<file path="src/rtl/uart_rx_axis_fifo.sv">
// Elastic FWFT FIFO between the non-stallable UART receiver stream and an AXI-Stream master,
// with sticky overflow flag and saturating overflow / parity-error counters.
// Build option: define UART_RX_FIFO_DROP_ERR_EN to discard parity-error words instead of storing them.
module uart_rx_axis_fifo #(
  parameter int DATA_WIDTH = 8,
  parameter int DEPTH      = 16,
  parameter int CNT_WIDTH  = 16
) (
  input  logic                     aclk,
  input  logic                     aresetn,
  input  logic [DATA_WIDTH-1:0]    s_tdata,
  input  logic                     s_tuser,
  input  logic                     s_tvalid,
  output logic [DATA_WIDTH-1:0]    m_tdata,
  output logic                     m_tuser,
  output logic                     m_tvalid,
  input  logic                     m_tready,
  output logic [$clog2(DEPTH):0]   level,
  output logic                     overflow,
  output logic [CNT_WIDTH-1:0]     overflow_cnt,
  output logic [CNT_WIDTH-1:0]     parity_err_cnt,
  input  logic                     cnt_clear
);

  localparam int AW = $clog2(DEPTH);
  localparam logic [CNT_WIDTH-1:0] CNT_ONE = CNT_WIDTH'(1);

  logic [DATA_WIDTH-1:0] mem_data [DEPTH];
`ifndef UART_RX_FIFO_DROP_ERR_EN
  logic                  mem_user [DEPTH];
`endif

  // Counters carry one extra wrap bit; the low AW bits are the actual pointers.
  logic [AW:0]   wr_cnt, rd_cnt;
  logic [AW-1:0] wr_ptr, rd_ptr;
  logic          full, empty, store_req, push, pop, drop, par_evt;

  function automatic logic [CNT_WIDTH-1:0] sat_inc(input logic [CNT_WIDTH-1:0] v);
    return (&v) ? v : v + CNT_ONE;
  endfunction

  always_comb begin
    wr_ptr = wr_cnt[AW-1:0];
    rd_ptr = rd_cnt[AW-1:0];
    level  = wr_cnt - rd_cnt;
    full   = level[AW];
    empty  = (level == '0);
  end

  always_comb begin
`ifdef UART_RX_FIFO_DROP_ERR_EN
    store_req = s_tvalid & ~s_tuser;
`else
    store_req = s_tvalid;
`endif
    pop     = ~empty & m_tready;
    push    = store_req & (~full | pop);
    drop    = store_req & full & ~pop;
    par_evt = s_tvalid & s_tuser;
  end

  always_comb begin
    m_tvalid = ~empty;
    m_tdata  = empty ? '0 : mem_data[rd_ptr];
`ifdef UART_RX_FIFO_DROP_ERR_EN
    m_tuser  = 1'b0;
`else
    m_tuser  = empty ? 1'b0 : mem_user[rd_ptr];
`endif
  end

  always_ff @(posedge aclk) begin
    if (push) begin
      mem_data[wr_ptr] <= s_tdata;
`ifndef UART_RX_FIFO_DROP_ERR_EN
      mem_user[wr_ptr] <= s_tuser;
`endif
    end
  end

  always_ff @(posedge aclk) begin
    if (!aresetn) begin
      wr_cnt <= '0;
      rd_cnt <= '0;
    end else begin
      if (push) wr_cnt <= wr_cnt + 1'b1;
      if (pop)  rd_cnt <= rd_cnt + 1'b1;
    end
  end

  // A new event in the clearing cycle wins over the clear and counts as the first event.
  always_ff @(posedge aclk) begin
    if (!aresetn) begin
      overflow       <= 1'b0;
      overflow_cnt   <= '0;
      parity_err_cnt <= '0;
    end else begin
      if (drop) begin
        overflow     <= 1'b1;
        overflow_cnt <= cnt_clear ? CNT_ONE : sat_inc(overflow_cnt);
      end else if (cnt_clear) begin
        overflow     <= 1'b0;
        overflow_cnt <= '0;
      end
      if (par_evt)
        parity_err_cnt <= cnt_clear ? CNT_ONE : sat_inc(parity_err_cnt);
      else if (cnt_clear)
        parity_err_cnt <= '0;
    end
  end

endmodule

</file>
<file path="config.mk">
export PLATFORM = sky130hd
export DESIGN_NAME = uart_rx_axis_fifo
export DESIGN_NICKNAME = d
export VERILOG_FILES = /design/src/rtl/uart_rx_axis_fifo.sv
export SDC_FILE = /design/constraint.sdc
export NUM_CORES = 1
export LEC_CHECK = 0
export BUFFER_PORTS_ARGS = -buffer_cell sky130_fd_sc_hd__buf_4
export CELL_PAD_IN_SITES_DETAIL_PLACEMENT = 1
export CELL_PAD_IN_SITES_GLOBAL_PLACEMENT = 1
export CORE_ASPECT_RATIO = 1.5
export CORE_MARGIN = 3
export CORE_UTILIZATION = 54
export DETAILED_ROUTE_END_ITERATION = 6
export HOLD_SLACK_MARGIN = 0.05
export PLACE_DENSITY_LB_ADDON = 0.1
export SLEW_MARGIN = 20
export SYNTH_ARGS = -nofsm -noshare
export SYNTH_HDL_FRONTEND = slang
export SYNTH_SLANG_ARGS = --single-unit
</file>
<file path="constraint.sdc">
create_clock -name aclk -period 7.9 [get_ports aclk]
set_clock_uncertainty 0.15 [all_clocks]
set_input_delay 0 -clock aclk [delete_from_list [all_inputs] [get_ports aclk]]
set_output_delay 0 -clock aclk [all_outputs]
set_load 0.01 [all_outputs]
</file>
==> flow_summary.json, run 1 <==
{
  "status": "finished, final reports clean",
  "end_kind": "flop",
  "worstPathRequired_ns": 7.88,
  "worstPathMaxFanout": 20,
  "hp-class": "in -> reg",
  "yosysWarnings": 0,
  "synthesis.nets": 556,
  "finalHoldViolations": 0,
  "grt_pass1_vias": 5359,
  "coreArea_sq_mm": 0.0147,
  "root_buffer": "clkbuf_16",
  "timing.slew.headroom_pct": 37.0,
  "cts_resized": 0,
  "pwr_density_cell_mw_per_mm2": 279,
  "synth_ff_type": "edfxtp_1",
  "tritoncts": "yes",
  "antenna_found_initial": 0,
  "yosys_register_bits": 191,
  "vias": 4869,
  "cts.sinks": 191,
  "multi_input_area_sq_mm": 0.00273,
  "drt_wl_total_microns": 19500,
  "ys_top_cells_by_area": "edfxtp_1 53%, mux4_2 12%, dfxtp_1 12%",
  "cpMaxStageDelayCell": "o31a_1",
  "ios": 62,
  "stdcell_count": 813,
  "fin_crit_sh_pct": 41.5,
  "antenna_cells": 0,
  "crit_chain": "inv_1 -> ha_1 -> inv_1 -> fa_1 -> nand3_1 -> and3_4 -> o31a_1 -> nand2_1 -> nor3_1 -> buf_4",
  "globalplace.congestion": 0.871,
  "regToRegStartpoint": "wr_cnt[0]",
  "cp-start-kind": "flop",
  "r2r_end": "mem_data[3][5]",
  "die_y_microns": 157,
  "hp-start": "s_tdata[6]",
  "yosysTopAreaCell": "edfxtp_1",
  "rrSetupSlack_ns": 4.62,
  "worst_pin_slew_ns": 0.940,
  "path_clk_slew_ns": 0.07,
  "grt_max_degree": 37,
  "p_leak_uw": 0.00321,
  "criticalPathCategory": "reg -> reg",
  "ys_seq_area_share_pct": 64.4,
  "portBuffers": 61,
  "layout_commonest_cell": "edfxtp_1",
  "dpl.hpwl_microns": 13700,
  "syn_avg_cell_area_sq_um": 15.4,
  "cts.path.max_buffers": 2,
  "htree_levels": 4,
  "synth_area_sq_mm": 0.00818,
  "drt_first_iter_violations": 305,
  "dieWidth_microns": 106,
  "dpl-instance-area_sq_mm": 0.00877,
  "syn_inst": 530,
  "row_count": 54,
  "tns_ns": 0,
  "nets": 630,
  "drive_above_1_share_pct": 25.1,
  "area_delta_synth_final_pct": 16.0,
  "cpMostUsedCell": "inv_1",
  "crit_arrival_ns": 3.26,
  "wl_per_cell_microns": 24.0,
  "drv_slew": 0,
  "grt_pass1_wl_microns": 31200,
  "fill_cells": 1373,
  "fin_crit_ns": 3.28,
  "die-area_sq_mm": 0.0167,
  "synth_top_cell_area_share_pct": 52.9,
  "final_area_sq_mm": 0.00948,
  "place_inst": 765,
  "synthArstFlopShare_pct": 0,
  "hold_end": "mem_data[0][6]",
  "clock_latency_ns": 0.43,
  "dr.pass1.iters": 4,
  "timing.fmax_mhz": 305,
  "final_cell_mix": "144 x edfxtp_1, 65 x buf_4, 46 x dfxtp_1",
  "cap_violations": 0,
  "cts_made_buffers": 17,
  "synth_edf_count": 144,
  "ir_drop_mv": 0.158,
  "rsz0062_at_grt": "false",
  "setup_viol": 0,
  "overflow": 0,
  "drc": 0,
  "cpPeakStageDelay_ns": 0.66,
  "start_util_pct": 55.8,
  "worstRegToRegCells": 10,
  "seq_area_sq_mm": 0.00527,
  "whs_path_depth": 2,
  "grtUsageTotal_pct": 25.4,
  "ant_nets": 0,
  "ys_types": 59,
  "viasPerCell": 5.99
}
[sequential cells by signal, indices dropped and copies added, names as in the netlist, named ones only]
| register | flops |
|---|---|
| overflow | 1 |
| parity_err_cnt | 16 |
| overflow_cnt | 16 |
| mem_data | 128 |
| mem_user | 16 |
| rd_cnt | 5 |
| wr_cnt | 5 |
[critical path: cells and delay by family (launching register included)]
kind	cells	cell delay (ns)
adder cells (fa/ha/maj)	2	0.58
AND/OR/NAND/NOR	4	0.79
AO/OA/AOI/OAI	1	0.66
buffers and inverters	3	0.44
flip-flops	1	0.34
[where the power goes]
part | internal [uW] | switching (uW)
Sequential | 1120 | 21.4
Clock | 433 | 358
Combinational | 336 | 379
Total | 1890 | 759
[cells by family after synthesis]
family          count (synthesis)  share of synthesized area, %
flops                         191                          64.4
simple gates                  158                          10.9
compound gates                 60                          5.17
mux                            55                          13.6
buf+inv                        38                          2.20
xor+xnor                       16                          1.71
fa+ha+maj                      12                          1.93
[metrics by stage]
stage	total power [uW]	worst slack (ns)	hold WS (ns)	util [%]
floorplan	1610	4.87	-0.0511	-
global placement	1850	4.73	0.193	59.8
detailed placement	1870	4.66	0.196	59.8
CTS	2670	4.64	0.315	64.7
global route	2760	4.47	0.331	64.7
finish	2650	4.62	0.325	64.7
[synth_stat cells, types with 2 or more instances]
cell type    n
o21bai_1     2
and3_1      20
mux2i_1      9
a21boi_1     2
o31ai_1      2
and4_1       6
mux4_2      45
buf_1        5
o41ai_2      2
clkbuf_1    13
ha_1        11
or3b_1       2
o311ai_1     3
dfxtp_1     47
o21ai_1      6
inv_1       11
buf_6        4
a31o_2       2
xor2_1       3
nand3b_1     2
nand2_1     29
nand2b_1     9
nor3_1       4
nor2b_1     13
buf_2        3
or3_1        4
a41o_1       2
a2111oi_2    2
a21oi_1     22
or4_1        2
edfxtp_1   144
and2_1       7
nand4_1     15
a31oi_1      4
nor2_1      18
nand3_1     15
o21ai_0      3
xnor2_1     13
nor4_1       4
[layout make-up]
class,instances,area share (%)
inverter,12,0.475
sequential,191,55.5
clock inverter,14,1.24
clock buffer,18,4.53
tap,196,2.59
timing repair buffer,81,6.84
multi-input combinational,301,28.8
[how the worst max path moves through the flow]
stage	slack [ns]	to	start	cells after the start
6_report	4.62	mem_data[3][5]	wr_cnt[0]	10
5_1_grt	4.47	mem_data[3][5]	wr_cnt[0]	10
4_1_cts	4.64	mem_data[3][5]	wr_cnt[0]	10
3_5_place_dp	4.66	mem_data[1][0]	wr_cnt[0]	8
3_3_place_gp	4.73	mem_data[3][3]	wr_cnt[0]	10
2_1_floorplan	4.87	mem_data[3][0]	wr_cnt[0]	10
[layer usage]
| layer | vias up | GRT usage (%) | share of wire (%) |
|---|---|---|---|
| met4 | 0 | 10.4 | 3.3 |
| met3 | 30 | 5.45 | 4.5 |
| met2 | 130 | 45.3 | 54 |
| met5 | - | 0 | 0 |
| li1 | 2233 | - | - |
| met1 | 2476 | 29.8 | 38 |
[timing repair]
item / CTS / global route
setup buffers: 0 / 0
endpoints found under the hold margin: 171 / 0
hold buffers: 16 / 0
No activity file was read; power rests on OpenSTA's default activity.
==> inputs of run 2 (changes only) <==
--- a/config.mk
+++ b/config.mk
@@ -10,7 +10,7 @@
 export CELL_PAD_IN_SITES_GLOBAL_PLACEMENT = 1
 export CORE_ASPECT_RATIO = 1.5
 export CORE_MARGIN = 3
-export CORE_UTILIZATION = 54
+export CORE_UTILIZATION = 46
 export DETAILED_ROUTE_END_ITERATION = 6
 export HOLD_SLACK_MARGIN = 0.05
 export PLACE_DENSITY_LB_ADDON = 0.1
==> constraint.sdc (replaced) <==
create_clock -name aclk -period 2.8 [get_ports aclk]
set_clock_uncertainty 0.15 [all_clocks]
set_input_delay 0 -clock aclk [delete_from_list [all_inputs] [get_ports aclk]]
set_output_delay 0 -clock aclk [all_outputs]
set_load 0.01 [all_outputs]
==> flow_summary.json, run 2 (same netlist as run 1, synthesis figures left out) <==
{
  "status": "finished, final reports clean",
  "finalHoldViolations": 0,
  "ios": 62,
  "drt_first_iter_violations": 247,
  "fin_ws_ns": 0.114,
  "ant_nets": 0,
  "final_cell_mix": "144 x edfxtp_1, 85 x buf_4, 45 x mux4_2, 45 x dfxtp_1, 29 x nand2_1",
  "overflow": 0,
  "hp-class": "in -> reg",
  "globalplace.congestion": 0.764,
  "cp-start-kind": "flop",
  "tritoncts": "yes",
  "cpMaxStageDelayCell": "a21oi_1",
  "worstRegToRegCells": 10,
  "die-area_sq_mm": 0.0194,
  "pwr_density_cell_mw_per_mm2": 778,
  "place_inst": 813,
  "dieWidth_microns": 115,
  "worstPathRequired_ns": 3.00,
  "drive_above_1_share_pct": 31.0,
  "drv_slew": 0,
  "layout_commonest_cell": "edfxtp_1",
  "cts_made_buffers": 17,
  "start_util_pct": 46.9,
  "worst_pin_slew_ns": 0.804,
  "timing.fmax_mhz": 372,
  "top_register": "mem_data",
  "cap_violations": 0,
  "p_leak_uw": 0.00347,
  "power_uw": 7800,
  "drt_wl_total_microns": 19000,
  "row_count": 59,
  "nets": 664,
  "setup_viol": 0,
  "grt_pass1_vias": 5458,
  "criticalPathCategory": "reg -> reg",
  "dp_slack_ns": -0.0937,
  "largest_reg_flops": 128,
  "path_buf_inv": 3,
  "worstPathMaxFanout": 4,
  "whs_path_depth": 2,
  "rsz0062_at_grt": "false",
  "antenna_cells": 0,
  "cts.path.max_buffers": 2,
  "fin_crit_sh_pct": 95.9,
  "utilization_pct": 57.6,
  "cp_top_family": "multiplexers",
  "area_delta_synth_final_pct": 22.7,
  "cts.sinks": 191,
  "dpl.hpwl_microns": 13000,
  "drc": 0,
  "grtUsageTotal_pct": 20.4,
  "htree_levels": 4,
  "cp.depth": 10,
  "cpPeakStageDelay_ns": 0.42,
  "ir_drop_mv": 0.431,
  "timing.slew.headroom_pct": 46.3,
  "coreArea_sq_mm": 0.0174,
  "portBuffers": 61,
  "grt_pass1_wl_microns": 30100,
  "dr.pass1.iters": 4,
  "antenna_found_initial": 0,
  "wl_per_cell_microns": 22.0,
  "crit_chain": "inv_2 -> ha_1 -> inv_1 -> fa_2 -> xor2_2 -> nor4b_2 -> mux2_4 -> buf_4 -> a21oi_1 -> mux2i_1",
  "grt_max_degree": 37,
  "path_clk_slew_ns": 0.07,
  "root_buffer": "clkbuf_16",
  "end_kind": "flop",
  "vias": 4975,
  "clock_latency_ns": 0.43,
  "fin_crit_ns": 2.69,
  "die_y_microns": 169,
  "viasPerCell": 5.76,
  "stdcell_count": 864,
  "crit_arrival_ns": 2.88
}
## run 2: cell types whose count changed in the layout (fill, tap and decap cells not counted), sizes merged
cell,before,now
dlygate4sd3,16,15
clkinv,9,6
bufinv,1,2
clkbuf,18,17
clkinvlp,2,1
inv,14,18
or3,5,6
buf,65,99
## run 2: path summary, 6_finish.rpt
path | slack (ns) | to | start
worst min register to register | 0.34 | rd_cnt[4] | rd_cnt[4]
worst max register to register | 0.11 | flop | wr_cnt[0]
worst max-delay path | 0.11 | flop | wr_cnt[0]
worst min-delay path | 0.27 | mem_data[10][4] | s_tdata[4]
## run 2: final cells by class
cell class,instances,area (sq um)
fill,1649,7390
sequential,191,5270
multi-input combinational,302,2800
timing repair buffer,114,1070
clock buffer,17,425
tap,213,267
clock inverter,15,156
inverter,12,45.0
## run 2: layer usage
layer	GRT usage, %	wire length [microns]	vias up
li1	-	-	2300
met3	3.82	646	25
met4	6.89	393	0
met2	37.6	10600	88
met5	0	0	-
met1	23.5	7310	2562
## run 2: worst register-to-register path, cell delays in order (launching register included)
cell and delay (ns):
dfxtp_2 0.34, inv_2 0.09, ha_1 0.17, inv_1 0.05
fa_2 0.37, xor2_2 0.23, nor4b_2 0.08, mux2_4 0.28
buf_4 0.16, a21oi_1 0.42, mux2i_1 0.27
## run 2: report_power, final
part | internal, uW | switching (uW)
Combinational | 1130 | 1080
Sequential | 3150 | 56.4
Clock | 1330 | 1060
Total | 5610 | 2190
## run 2: stage by stage
stage                     hold slack, ns  TNS [ns]  instance area (sq um)
after floorplan                  -0.0511         0                   8180
after global placement             0.148    -0.151                   9210
after detailed placement           0.165    -0.821                   9210
after CTS                          0.263         0                   9970
after global routing               0.290         0                  10000
final                              0.270         0                  10000
## run 2: repair_timing
action | 4_1_cts | 5_1_grt
setup buffers | 1 | 2
endpoints found under the hold margin | 168 | 0
pin swaps | 1 | 2
hold buffers | 15 | 0
gates cloned | 0 | 1
gates resized for setup | 7 | 9
endpoints found under the setup margin | 21 | 153
